<file path="config.mk">
export PLATFORM = sky130hd
export DESIGN_NAME = sw_conditioner
export DESIGN_NICKNAME = d
export VERILOG_FILES = /design/src/rtl/sw_conditioner.sv
export SDC_FILE = /design/constraint.sdc
export NUM_CORES = 1
export LEC_CHECK = 0
export ABC_CLOCK_PERIOD_IN_PS = 5200
export BUFFER_PORTS_ARGS = -buffer_cell sky130_fd_sc_hd__buf_2
export CORE_MARGIN = 5
export CORE_UTILIZATION = 50
export DETAILED_ROUTE_END_ITERATION = 12
export PLACE_DENSITY_LB_ADDON = 0.05
export SLEW_MARGIN = 20
export SYNTH_ARGS = -nofsm -noshare
export SYNTH_HDL_FRONTEND = slang
export SYNTH_SLANG_ARGS = --single-unit
export TNS_END_PERCENT = 50
</file>
<file path="constraint.sdc">
create_clock -name clk -period 5.2 [get_ports clk]
set_input_delay 0.52 -clock clk [delete_from_list [all_inputs] [get_ports clk]]
set_output_delay 0.52 -clock clk [all_outputs]
set_load 0.005 [all_outputs]
</file>
<file path="src/rtl/sw_conditioner.sv">
// sw_conditioner: synchronize and debounce switches, emit edge pulses and queue per-switch change events
module sw_conditioner #(
   parameter int NSW        = 10,
   parameter int DB_CYCLES  = 16,
   parameter int FIFO_DEPTH = 4
) (
   input  logic           clk,
   input  logic           rst,
   input  logic [NSW-1:0] sw_raw,
   output logic [NSW-1:0] sw_level,
   output logic [NSW-1:0] sw_rise,
   output logic [NSW-1:0] sw_fall,
   output logic           evt_valid,
   input  logic           evt_ready,
   output logic [3:0]     evt_idx,
   output logic           evt_level,
   output logic           evt_collapse
);
   localparam int CW = $clog2(DB_CYCLES);
   localparam int PW = $clog2(FIFO_DEPTH);
   logic [NSW-1:0] s1_q, s2_q, lvl_q, lvl_d, rise_q, fall_q, pend_q, pend_d, flip, push_mask;
   logic [CW-1:0]  cnt_q [NSW];
   logic [CW-1:0]  cnt_d [NSW];
   logic [4:0]     mem_q [FIFO_DEPTH];
   logic [PW-1:0]  wr_q, rd_q;
   logic [PW:0]    count_q;
   logic           collapse_q, collapse, push, pop;
   logic [3:0]     push_idx;
   always_comb begin
      for (int i = 0; i < NSW; i++) begin
         lvl_d[i] = (s2_q[i] != lvl_q[i] && cnt_q[i] == CW'(DB_CYCLES - 1)) ? s2_q[i] : lvl_q[i];
         cnt_d[i] = (s2_q[i] == lvl_q[i] || cnt_q[i] == CW'(DB_CYCLES - 1)) ? '0 : cnt_q[i] + 1'b1;
      end
   end
   always_comb begin
      push_idx = '0;
      for (int i = NSW - 1; i >= 0; i--) push_idx = pend_q[i] ? 4'(i) : push_idx;
   end
   assign push      = |pend_q && count_q != (PW+1)'(FIFO_DEPTH);
   assign pop       = evt_valid && evt_ready;
   assign push_mask = push ? NSW'(1) << push_idx : '0;
   assign flip      = lvl_d ^ lvl_q;
   assign pend_d    = (pend_q & ~push_mask) | flip;
   assign collapse  = |(flip & pend_q & ~push_mask);
   always_ff @(posedge clk) begin
      if (rst) begin
         s1_q       <= '0;
         s2_q       <= '0;
         lvl_q      <= '0;
         rise_q     <= '0;
         fall_q     <= '0;
         pend_q     <= '0;
         cnt_q      <= '{default: '0};
         mem_q      <= '{default: '0};
         wr_q       <= '0;
         rd_q       <= '0;
         count_q    <= '0;
         collapse_q <= 1'b0;
      end else begin
         s1_q       <= sw_raw;
         s2_q       <= s1_q;
         lvl_q      <= lvl_d;
         cnt_q      <= cnt_d;
         rise_q     <= lvl_d & ~lvl_q;
         fall_q     <= ~lvl_d & lvl_q;
         pend_q     <= pend_d;
         collapse_q <= collapse_q | collapse;
         if (push) begin
            mem_q[wr_q] <= {push_idx, lvl_q[push_idx]};
            wr_q        <= wr_q + 1'b1;
         end
         if (pop) rd_q <= rd_q + 1'b1;
         count_q <= count_q + (PW+1)'(push) - (PW+1)'(pop);
      end
   end
   assign sw_level             = lvl_q;
   assign sw_rise              = rise_q;
   assign sw_fall              = fall_q;
   assign evt_valid            = count_q != '0;
   assign {evt_idx, evt_level} = mem_q[rd_q];
   assign evt_collapse         = collapse_q;
endmodule

</file>
==> metrics.md <==
| Metric | Value |
|---|---|
| H-tree depth | `4` |
| Distinct cells, synth | `53` |
| DR iter-0 viols | `274` |
| DRT Wirelength | `9850 um` |
| Final setup violation count | `0` |
| Maxcap violations | `0` |
| R2R setup slack | `2130 ps` |
| Ant. Diodes | `0` |
| Mapped Avg Cell Area | `9.65 um^2` |
| # rows | `37` |
| Clock Latency Late Sink | `510 ps` |
| Detailed Place HPWL | `6990 um` |
| Drt pass-1 iters | `4` |
| Data required, critical path | `5580 ps` |
| IO buf count | `49` |
| P&R area growth vs syn | `18.1%` |
| DRC errors left | `0` |
| Warnings, synthesis | `0` |
| Pleak | `2.74 nW` |
| Hold EP | `s1_q[6]$_SDFF_PP0_` |
| Critical path class | `reg -> reg` |
| Fin area | `6300 um^2` |
| CTS hold repair buffers | `0` |
| Final min period | `3070 ps` |
| Total gr overflow | `0` |
| Type of origin of the critical path | `flip-flop` |
| TritonCTS clock tree | `built` |
| Final TNS setup | `0 ps` |
| Via count | `3790` |
| CTS root buf | `clkbuf_8` |
| Nets | `654` |
| Ports | `50` |
| VDD IR max | `212 uV` |
| Initial antenna violation count | `0` |
| Slowest cell on crit path | `or4_1` |
| Starting Density | `51.4%` |
| FF-to-FF path depth | `13` |
| Crit. End Element | `flip-flop` |
| First-pass GRT wire length | `16600 um` |
| CTS Buf Count | `17` |
| CP peak stage delay | `730 ps` |
| Primary FF master, synth | `dfxtp_1` |
| Largest net degree at the start of global routing | `54` |
| Synth area leaders | `dfxtp_1 (48%), ha_1 (8.4%), nor2b_1 (5.2%), nor2_1 (4.8%), xnor2_1 (3.8%)` |
| Final Hold Violating Endpoints | `0` |
| Max-slew violations | `0` |
| Hold WS | `217 ps` |
| Final core occ | `60.7%` |
| Period utilisation layout | `58.9%` |
| Reg2Reg Capture Point | `count_q[2]$_SDFF_PP0_` |
| Core Box Area | `10400 um^2` |
| Placer congestion estimate | `0.839` |
| Hold wc startpoint | `sw_raw[6]` |
| Crit Path Max Fanout | `27` |
| Post-CTS setup buffers | `0` |
| F_max | `326 MHz` |
| Asr flop ratio synth | `0%` |
| Die area | `12800 um^2` |
| Per-cell routed wire length | `13.1 um` |
| Crit path cell chain | `or4_1 -> nor2b_2 -> a21oi_1 -> buf_4 -> inv_1 -> ha_1 -> inv_1 -> ha_1 -> inv_1 -> fa_1 -> xor2_1 -> xnor2_1 -> nor2_1` |
| Yosys reg bits | `128` |
| Die Width | `113 um` |
| CP most frequent cell | `inv_1` |
| Worst min path class | `in -> reg` |
| Global router's overall resource usage | `16.0%` |
| CTS Buffer Depth | `2` |
| Worst rel slew slack | `64.4%` |
| CP arrival | `3440 ps` |
| Synth Instances | `553` |
| Cell Area, Synth | `5330 um^2` |
| Vias per inst | `5.05` |
| Pwr dens | `384 nW/um^2` |
| Status | `finished clean` |
| Routed Antenna Nets | `0` |
| Number of synthesized flops with an enable pin | `0` |
| CTS sink cnt | `128` |
| Post-CTS Resized | `0` |
| Dpl cell area | `5670 um^2` |
| RSZ-0062 raised after global routing | `false` |
| Die height | `113 um` |
| Syn Nets | `603` |
| FF-to-FF Start | `pend_q[0]$_SDFF_PP0_` |
| Final setup skew | `9.17 ps` |
| Yosys top cell area share | `48.0%` |
| Vias in the first global route | `3716` |
| Clock slew at reported path FFs | `60 ps` |
| Fraction of layout cells with a size suffix above 1 | `15.8%` |
| Actual slew at the worst max-slew pin | `528 ps` |
| Hold Path Stages | `2` |
| Largest area contributor in the netlist | `dfxtp_1` |
| Register area share after synthesis | `48.0%` |
## kinds of logic after synthesis
| kind of cell | Yosys count | share of synthesized area [%] |
|---|---|---|
| fa+ha+maj | 37 | 8.82 |
| simple gates | 210 | 19.4 |
| mux | 18 | 4.55 |
| compound gates | 70 | 9.03 |
| xor+xnor | 35 | 5.75 |
| buf+inv | 55 | 4.43 |
| flops | 128 | 48.0 |
## cells in the mapped netlist, types with 6 or more instances
| cell type | number |
|---|---|
| and3_1 | 11 |
| nor2_1 | 68 |
| o21ai_0 | 6 |
| xnor2_1 | 23 |
| a21oi_1 | 33 |
| clkbuf_1 | 12 |
| nor2b_1 | 44 |
| xor2_1 | 12 |
| inv_1 | 34 |
| ha_1 | 36 |
| nand3_1 | 37 |
| mux2i_1 | 13 |
| dfxtp_1 | 128 |
| nand2_1 | 32 |
## cell usage in the layout (no fill, tap or decap), drive strengths merged, types with 11 or more instances in the layout
cell type    n
dfxtp      128
mux2i       13
a21oi       33
xor2        12
nand2       32
nor2        69
xnor2       23
nor2b       45
nand3       37
inv         35
clkbuf      17
ha          36
and3        11
buf         53
## metrics by stage
stage / setup slack, ps / power [mW] / instances
3_5_place_dp: 2130 / 1.20 / 721
5_1_grt: 1930 / 2.52 / 751
4_1_cts: 2110 / 2.46 / 751
3_3_place_gp: 2210 / 1.19 / 721
2_1_floorplan: 2370 / 1.16 / 553
6_report: 2130 / 2.42 / 751
## state kept, by name, summed over array words and instances, names as in the netlist
| register | count |
|---|---|
| evt_collapse | 1 |
| rd_q | 2 |
| sw_rise | 10 |
| s1_q | 10 |
| count_q | 3 |
| wr_q | 2 |
| s2_q | 10 |
| sw_level | 10 |
| mem_q | 20 |
| pend_q | 10 |
| sw_fall | 10 |
| cnt_q | 40 |
## power breakdown
part	total, mW	internal [mW]	leakage, nW	switching (mW)
registers	1.04	1.01	1.04	0.0302
clock network	1.24	0.824	0.300	0.419
logic	0.140	0.0697	1.40	0.0704
## area by class of cell
type,count,area [um^2]
fillers,933,4070
flip-flops and latches,128,2560
multi-input cells,370,2530
clock buffers,17,414
repair buffers,53,275
clock inverters,13,214
well taps,136,170
inverters,34,128
## worst max-delay path by stage
stage,end,start,cells past startpoint,slack [ps]
2_1_floorplan,count_q[2]$_SDFF_PP0_,pend_q[3]$_SDFF_PP0_,14,2370
5_1_grt,count_q[2]$_SDFF_PP0_,pend_q[0]$_SDFF_PP0_,13,1930
3_3_place_gp,count_q[2]$_SDFF_PP0_,pend_q[0]$_SDFF_PP0_,13,2210
3_5_place_dp,count_q[2]$_SDFF_PP0_,pend_q[0]$_SDFF_PP0_,13,2130
6_report,count_q[2]$_SDFF_PP0_,pend_q[0]$_SDFF_PP0_,13,2130
4_1_cts,count_q[2]$_SDFF_PP0_,pend_q[0]$_SDFF_PP0_,13,2110
## routing by layer
| layer | GRT usage (%) | vias up | wire length, um |
|---|---|---|---|
| met4 | 6.89 | 0 | 83 |
| met1 | 19.8 | 1756 | 4690 |
| met2 | 26.1 | 62 | 4670 |
| met3 | 4.33 | 9 | 416 |
| li1 | - | 1963 | - |
| met5 | 0 | - | 0 |
## critical path, delay by kind of cell, from the launching register on
| family | cells | cell delay, ps |
|---|---|---|
| simple gates | 3 | 990 |
| fa+ha+maj | 3 | 720 |
| flops | 1 | 420 |
| buf+inv | 4 | 400 |
| xor+xnor | 2 | 320 |
| compound gates | 1 | 80 |
Power figures use the tool's default switching activity.
